### src/rtl/corelet_ctrl.sv
// Tile-job sequencer: drives the corelet inst bundle through weight fetch/load,
// activation fetch/execute, OFIFO drain and delayed pmem writeback.
module corelet_ctrl #(
  parameter int unsigned col      = 8,
  parameter int unsigned row      = 8,
  parameter int unsigned addr_bw  = 11,
  parameter int unsigned LOAD_GAP = 16,
  parameter int unsigned WB_LAT   = 1
) (
  input  logic               clk,
  input  logic               reset,
  input  logic               start,
  input  logic [addr_bw-1:0] n_act,
  input  logic [addr_bw-1:0] w_base,
  input  logic [addr_bw-1:0] x_base,
  input  logic [addr_bw-1:0] p_base,
  input  logic [1:0]         sfu_mode_i,
  input  logic               ofifo_valid,
  output logic [35:0]        inst,
  output logic               busy,
  output logic               done
);

  localparam logic [35:0] IdleInst = 36'h1_800C_0000;
  localparam int unsigned LenMax   = (col > row) ? ((col > LOAD_GAP) ? col : LOAD_GAP)
                                                 : ((row > LOAD_GAP) ? row : LOAD_GAP);
  // Counter must hold n_act+1 as well as any fixed phase length.
  localparam int unsigned CntW     = ((addr_bw + 1) > $clog2(LenMax + 1)) ? (addr_bw + 1)
                                                                          : $clog2(LenMax + 1);
  localparam int unsigned PipeW    = WB_LAT * addr_bw;

  typedef enum logic [2:0] {
    StIdle, StWfetch, StWload, StGap, StXfetch, StExec, StDrain, StDone
  } state_e;

  state_e              state_q, state_d;
  logic [CntW-1:0]     cnt_q, cnt_d, cnt_inc;
  logic [addr_bw-1:0]  n_act_q, w_base_q, x_base_q, p_base_q, rd_addr;
  logic [1:0]          mode_q;
  logic [WB_LAT-1:0]   wb_vld_q, wb_vld_d;
  logic [PipeW-1:0]    wb_addr_q, wb_addr_d;
  logic [35:0]         inst_q, inst_d;
  logic                busy_q, busy_d, done_q, done_d, rd;

  always_comb begin
    state_d = state_q;
    cnt_inc = cnt_q + 1'b1;
    cnt_d   = cnt_inc;
    inst_d  = IdleInst;
    done_d  = 1'b0;
    rd      = 1'b0;
    rd_addr = p_base_q + cnt_q[addr_bw-1:0];

    unique case (state_q)
      StIdle: begin
        cnt_d = '0;
        if (start) state_d = StWfetch;
      end
      StWfetch: begin
        if (cnt_q < CntW'(col)) begin
          inst_d[19]            = 1'b0;
          inst_d[7 +: addr_bw]  = w_base_q + cnt_q[addr_bw-1:0];
        end
        // xmem data lands one cycle after the read.
        if (cnt_q != '0) inst_d[2] = 1'b1;
        if (cnt_q == CntW'(col)) begin
          state_d = StWload;
          cnt_d   = '0;
        end
      end
      StWload: begin
        inst_d[3] = 1'b1;
        inst_d[0] = 1'b1;
        if (cnt_inc == CntW'(col)) begin
          state_d = StGap;
          cnt_d   = '0;
        end
      end
      StGap: begin
        if (cnt_inc == CntW'(LOAD_GAP)) begin
          state_d = (n_act_q != '0) ? StXfetch : StDone;
          cnt_d   = '0;
        end
      end
      StXfetch: begin
        if (cnt_q < CntW'(n_act_q)) begin
          inst_d[19]            = 1'b0;
          inst_d[7 +: addr_bw]  = x_base_q + cnt_q[addr_bw-1:0];
        end
        if (cnt_q != '0) inst_d[2] = 1'b1;
        if (cnt_q == CntW'(n_act_q)) begin
          state_d = StExec;
          cnt_d   = '0;
        end
      end
      StExec: begin
        inst_d[3] = 1'b1;
        inst_d[1] = 1'b1;
        if (cnt_inc == CntW'(n_act_q)) begin
          state_d = StDrain;
          cnt_d   = '0;
        end
      end
      StDrain: begin
        cnt_d = cnt_q;
        if (ofifo_valid && (cnt_q < CntW'(n_act_q))) begin
          rd            = 1'b1;
          inst_d[6]     = 1'b1;
          inst_d[34:33] = mode_q;
          cnt_d         = cnt_inc;
          if (cnt_inc == CntW'(n_act_q)) state_d = StDone;
        end
      end
      StDone: begin
        cnt_d = '0;
        if (wb_vld_q == '0) begin
          done_d  = 1'b1;
          state_d = StIdle;
        end
      end
      default: state_d = StIdle;
    endcase

    // Writeback overlays whatever else is issued this cycle.
    if (wb_vld_q[WB_LAT-1]) begin
      inst_d[32]           = 1'b0;
      inst_d[31]           = 1'b0;
      inst_d[20 +: addr_bw] = wb_addr_q[PipeW-1 -: addr_bw];
    end

    wb_vld_d  = (wb_vld_q << 1) | WB_LAT'(rd);
    wb_addr_d = (wb_addr_q << addr_bw) | PipeW'(rd_addr);
    busy_d    = (state_d != StIdle);
  end

  always_ff @(posedge clk or negedge reset) begin
    if (!reset) begin
      state_q   <= StIdle;
      cnt_q     <= '0;
      n_act_q   <= '0;
      w_base_q  <= '0;
      x_base_q  <= '0;
      p_base_q  <= '0;
      mode_q    <= 2'b00;
      wb_vld_q  <= '0;
      wb_addr_q <= '0;
      inst_q    <= IdleInst;
      busy_q    <= 1'b0;
      done_q    <= 1'b0;
    end else begin
      state_q   <= state_d;
      cnt_q     <= cnt_d;
      wb_vld_q  <= wb_vld_d;
      wb_addr_q <= wb_addr_d;
      inst_q    <= inst_d;
      busy_q    <= busy_d;
      done_q    <= done_d;
      if (state_q == StIdle && start) begin
        n_act_q  <= n_act;
        w_base_q <= w_base;
        x_base_q <= x_base;
        p_base_q <= p_base;
        mode_q   <= sfu_mode_i;
      end
    end
  end

  assign inst = inst_q;
  assign busy = busy_q;
  assign done = done_q;

endmodule
### config.mk
export PLATFORM = sky130hd
export DESIGN_NAME = corelet_ctrl
export DESIGN_NICKNAME = d
export VERILOG_FILES = /design/src/rtl/corelet_ctrl.sv
export SDC_FILE = /design/constraint.sdc
export NUM_CORES = 1
export LEC_CHECK = 0
export ABC_AREA = 1
export CORE_MARGIN = 2
export CORE_UTILIZATION = 40
export DETAILED_ROUTE_END_ITERATION = 8
export GPL_TIMING_DRIVEN = 0
export MAX_ROUTING_LAYER = met4
export SYNTH_ARGS = -nofsm -noshare
export SYNTH_HDL_FRONTEND = slang
export SYNTH_SLANG_ARGS = --single-unit
### constraint.sdc
create_clock -name clk -period 2.59 [get_ports clk]
set_input_delay 0.259 -clock clk [delete_from_list [all_inputs] [get_ports clk]]
set_output_delay 0.259 -clock clk [all_outputs]
set_load 0.005 [all_outputs]
==> results list, run 1 <==
- Area of the core: 15200 um2
- Leak: 3.820 nW
- Post-synthesis sequential area ratio: 42.35%
- Most area-hungry cell type in the Yosys netlist: dfrtp_1
- Synthesis handed over a netlist of 733 instances.
- After detailed routing, the total wire length is 15710 um.
- The root buffer cell chosen for the clock tree is clkbuf_16.
- Max-cap violations in this run came to 0.
- Including well taps, the total number of placed cells is 1007.
* CTS Sinks: 105
- Min-delay worst type: flop to flop
- Ant diodes: 0
- After detailed routing, the number of remaining DRC violations is 0.
- Finish-stage setup viols: 0
- The setup check on the worst reg-to-reg path leaves a slack of 0.20 ns.
- The detailed router placed 5120 vias in this run.
- Buffer depth of the longest clock path: 2
* Period Utilization, post-route: 92.46%
- TritonCTS built the clock tree.
- At the end of the flow, the number of nets in the layout was 927.
* Count of distinct cell types in the synthesized netlist: 41
- Post-placement worst setup slack: -0.1148 ns
- Crit path max-delay family: compound AO/OA/AOI/OAI gates
* Area of the die: 16540 um2
* Type of origin of the critical path: flop
- The critical path runs through a total of 8 cells.
- Buffers added to address setup during post-CTS repair amount to 0.
- Endpoint arrival time on the critical path: 2.66 ns
* Hold Path Stages: 2
* Worst IR Drop VDD: 0.3238 mV
- Share of final-layout standard cells stronger than drive strength 1: 12.57%
- The internal power of the cells totals 2.392 mW.
- Initial antenna violation count: 0
* Post-synthesis register bit count: 105
* Instance area after placement: 7308 um2
- H-tree Lvls: 3
- Via-to-Cell Ratio: 5.005
- Net switching is 21.73% of the power.
* Nature of the critical path endpoint: flop
- Most numerous cell on the critical path: o21ai_0
* Hold worst-path end: inst[26]$_DFF_PN0_
- The final count of hold timing violations came to 0.
- Net switching component of the power: 0.6642 mW
* Highest cell delay on the worst timing path: 0.69 ns
- Pins Over Slew Limit: 0
* Row Count: 45
* Number of buffer cells added on primary ports: 83
* Area of the mapped netlist: 6210 um2
- The number of clock buffers added by TritonCTS is 9.
* Launching point of the worst reg2reg path: cnt_q[6]$_DFFE_PN0P_
* Number of fill cells: 1458
- Setup ws final: 0.1952 ns
- Clk network pwr share: 42.5%
* Leading cell types by count after synthesis: nand2_1, dfrtp_1, nor2_1
* Final Critical Period: 2.395 ns
- Number of buffers and inverters on the critical path: 0
- Between clock sinks in the finished design, the worst skew comes to 0.008631 ns.
* Number of synthesized flops with an enable pin: 0
* GR Overflow Total: 0
* Critical path class: flop to flop
- Syn Area/Cell: 8.472 um2
- Combinational cell fraction of total power: 3.8%
- Routed Antenna Nets: 0
- In the post-synthesis netlist, the cell with the most instances is nand2_1.
* Wire length of the first global-routing pass: 24970 um
* Later-pin clock latency in the skew report: 0.36 ns
- Main synth FF type: dfrtp_1
- Counting cells, the worst reg-to-reg path comes to 8.
- The startpoint identified for the worst hold timing path is wb_addr_q[6]$_DFF_PN0_.
- Die X-Extent: 128.6 um
* Largest fanout on the critical path: 10
- The via count of the first global-routing pass was 4832.
- Area growth from synthesis to layout: 22.51%
- Worst Max-Slew Pin Slew: 0.6265 ns
- In this run the biggest area consumer among cell types represents 41.51% of the synthesized area.
- The share of total power dissipated in sequential elements is 53.6%.
- After detailed routing, the average wire length per cell comes to 15.36 um.
- For this run, the top clock speed supported by timing is 417.6 MHz.
* Pwr dens: 401.7 nW/um2
- Highest-delay cell along the critical path: dfrtp_1
* Critical Path RT: 2.86 ns
- The congestion estimate from routability-driven global placement came to 0.9223.
- Of all flip-flops after synthesis, the portion carrying an async set or reset was 100.0%.
- Traced cell by cell, the critical path runs through ha_1 > nand2_1 > o21ai_0 > a21oi_2 > nand3_2 > a21oi_1 > o21ai_0 > o31ai_1.
- Die height: 128.6 um
* I/O pin cnt: 88
- Register clock-pin slew on the reported worst setup and hold paths: 0.07 ns
- The run finished with clean final reports.
* Unrepaired setup endpoints after global routing: false
- Half-perimeter wire length after detailed placement: 12070 um
* TritonRoute pass-1 iters: 5
- Fin area: 7607 um2
- Cell types occupying the most area after synthesis: dfrtp_1, nand2_1, ha_1, mux2_2, nor2_1
- All-Layer GR Usage: 20.40%
* Yosys Warn Count: 0
* Capturing point of the worst reg2reg path: inst[12]$_DFF_PN0_
* Pin count of the biggest net entering global routing: 61
- Max-slew headroom at the worst pin: 58.23%
- Leaving out filler cells and counting taps, the final layout contains 1023.
- Once the floorplan was initialized, standard cells occupied 40.85% of the core.
- For this block, the initial DRC count from the detailed router was 304.
* Final sum of negative setup slack: 0 ns
[worst reg2reg max path, cell delays in order, from the launching register on]
cell,delay [ns]
dfrtp_1,0.69
ha_1,0.34
nand2_1,0.06
o21ai_0,0.10
a21oi_2,0.24
nand3_2,0.32
a21oi_1,0.24
o21ai_0,0.21
o31ai_1,0.11
[metrics by stage]
stage               hold WS (ns)  utilization (%)  power, mW
floorplan               -0.03659                -      1.677
global placement          0.4171            47.91      1.784
detailed placement        0.3173            48.07      1.790
CTS                       0.4341            49.99      3.107
global route              0.4577            50.04      3.177
finish                    0.4340            50.04      3.056
[cells by family after synthesis]
group / count (synthesis) / share of synthesized area [%]
buf+inv: 97 / 6.387
compound gates: 99 / 8.886
other cells: 2 / 0.1209
simple gates: 331 / 23.82
fa+ha+maj: 46 / 9.631
flops: 105 / 42.35
xor+xnor: 20 / 2.821
mux: 33 / 5.984
[registers in the layout, summed over array words and instances (netlist names), 2 cells and up]
signal	cells
n_act_q	11
cnt_q	12
state_q	3
inst	31
mode_q	2
w_base_q	11
x_base_q	11
p_base_q	11
wb_addr_q	11
[final cells by class]
| class | count | area, um2 | area share [%] |
|---|---|---|---|
| buffer | 16 | 93.84 | 1.234 |
| clock buffer | 10 | 239.0 | 3.141 |
| clock inverter | 5 | 36.28 | 0.4770 |
| inverter | 81 | 304.0 | 3.997 |
| multi-input combinational | 533 | 3199 | 42.06 |
| sequential | 105 | 2634 | 34.62 |
| tap | 188 | 235.2 | 3.092 |
| timing repair buffer | 85 | 865.8 | 11.38 |
[cells in the final DEF (no fill, tap or decap), drive strengths merged, types with 3 or more instances in the layout]
cell type | synthesis | layout
nand3 | 58 | 58
mux2 | 33 | 33
nor3 | 3 | 3
nand2 | 166 | 166
a21oi | 54 | 54
o21bai | 3 | 3
clkinv | 1 | 3
nor2 | 94 | 94
conb | 2 | 4
clkdlybuf4s50 | 0 | 82
buf | 12 | 14
dfrtp | 103 | 103
clkbuf | 4 | 14
inv | 80 | 83
o21ai | 25 | 25
xor2 | 12 | 12
nand4 | 7 | 7
o22ai | 4 | 4
xnor2 | 8 | 8
fa | 3 | 3
ha | 43 | 43
o2111ai | 3 | 3
[power by group through the flow]
| stage | logic [mW] | clock network (mW) | registers (mW) |
|---|---|---|---|
| 4_1_cts | 0.121 | 1.35 | 1.64 |
| 6_report | 0.118 | 1.30 | 1.64 |
| 3_3_place_gp | 0.113 | 0 | 1.67 |
| 2_1_floorplan | 0.00632 | 0 | 1.67 |
| 5_1_grt | 0.130 | 1.41 | 1.64 |
| 3_5_place_dp | 0.119 | 0 | 1.67 |
[worst max-delay path by stage]
| stage | startpoint | slack [ns] | to |
|---|---|---|---|
| finish | cnt_q[6]$_DFFE_PN0P_ | 0.20 | inst[12]$_DFF_PN0_ |
| global route | cnt_q[5]$_DFFE_PN0P_ | 0.02 | busy$_DFF_PN0_ |
| CTS | cnt_q[7]$_DFFE_PN0P_ | 0.06 | inst[12]$_DFF_PN0_ |
| detailed placement | cnt_q[7]$_DFFE_PN0P_ | -0.11 | inst[12]$_DFF_PN0_ |
| global placement | reset | -2.64 | cnt_q[8]$_DFFE_PN0P_ |
| floorplan | cnt_q[1]$_DFFE_PN0P_ | 0.56 | busy$_DFF_PN0_ |
[timing repair]
item / 4_1_cts / 5_1_grt
endpoints found under the hold margin: 44 / 0
setup endpoints to repair: 8 / 18
gates resized for setup: 2 / 5
hold buffers: 1 / 0
pin swaps: 0 / 0
[layer usage]
layer	routed length [um]	vias to the layer above	share of wire [%]	global-route usage, %
met2	7362	108	47	32.95
met4	208	0	1.3	4.668
met5	0	-	0	-
met3	826	14	5.3	4.449
met1	7314	2402	47	26.46
li1	-	2596	-	-
No activity file was read; power rests on OpenSTA's default activity.
==> inputs of run 2 (changes only) <==
Settings changed: SKIP_LAST_GASP set to 1.
==> results of run 2 <==
Same layout as run 1: the final DEF is identical, and so are final timing and power.
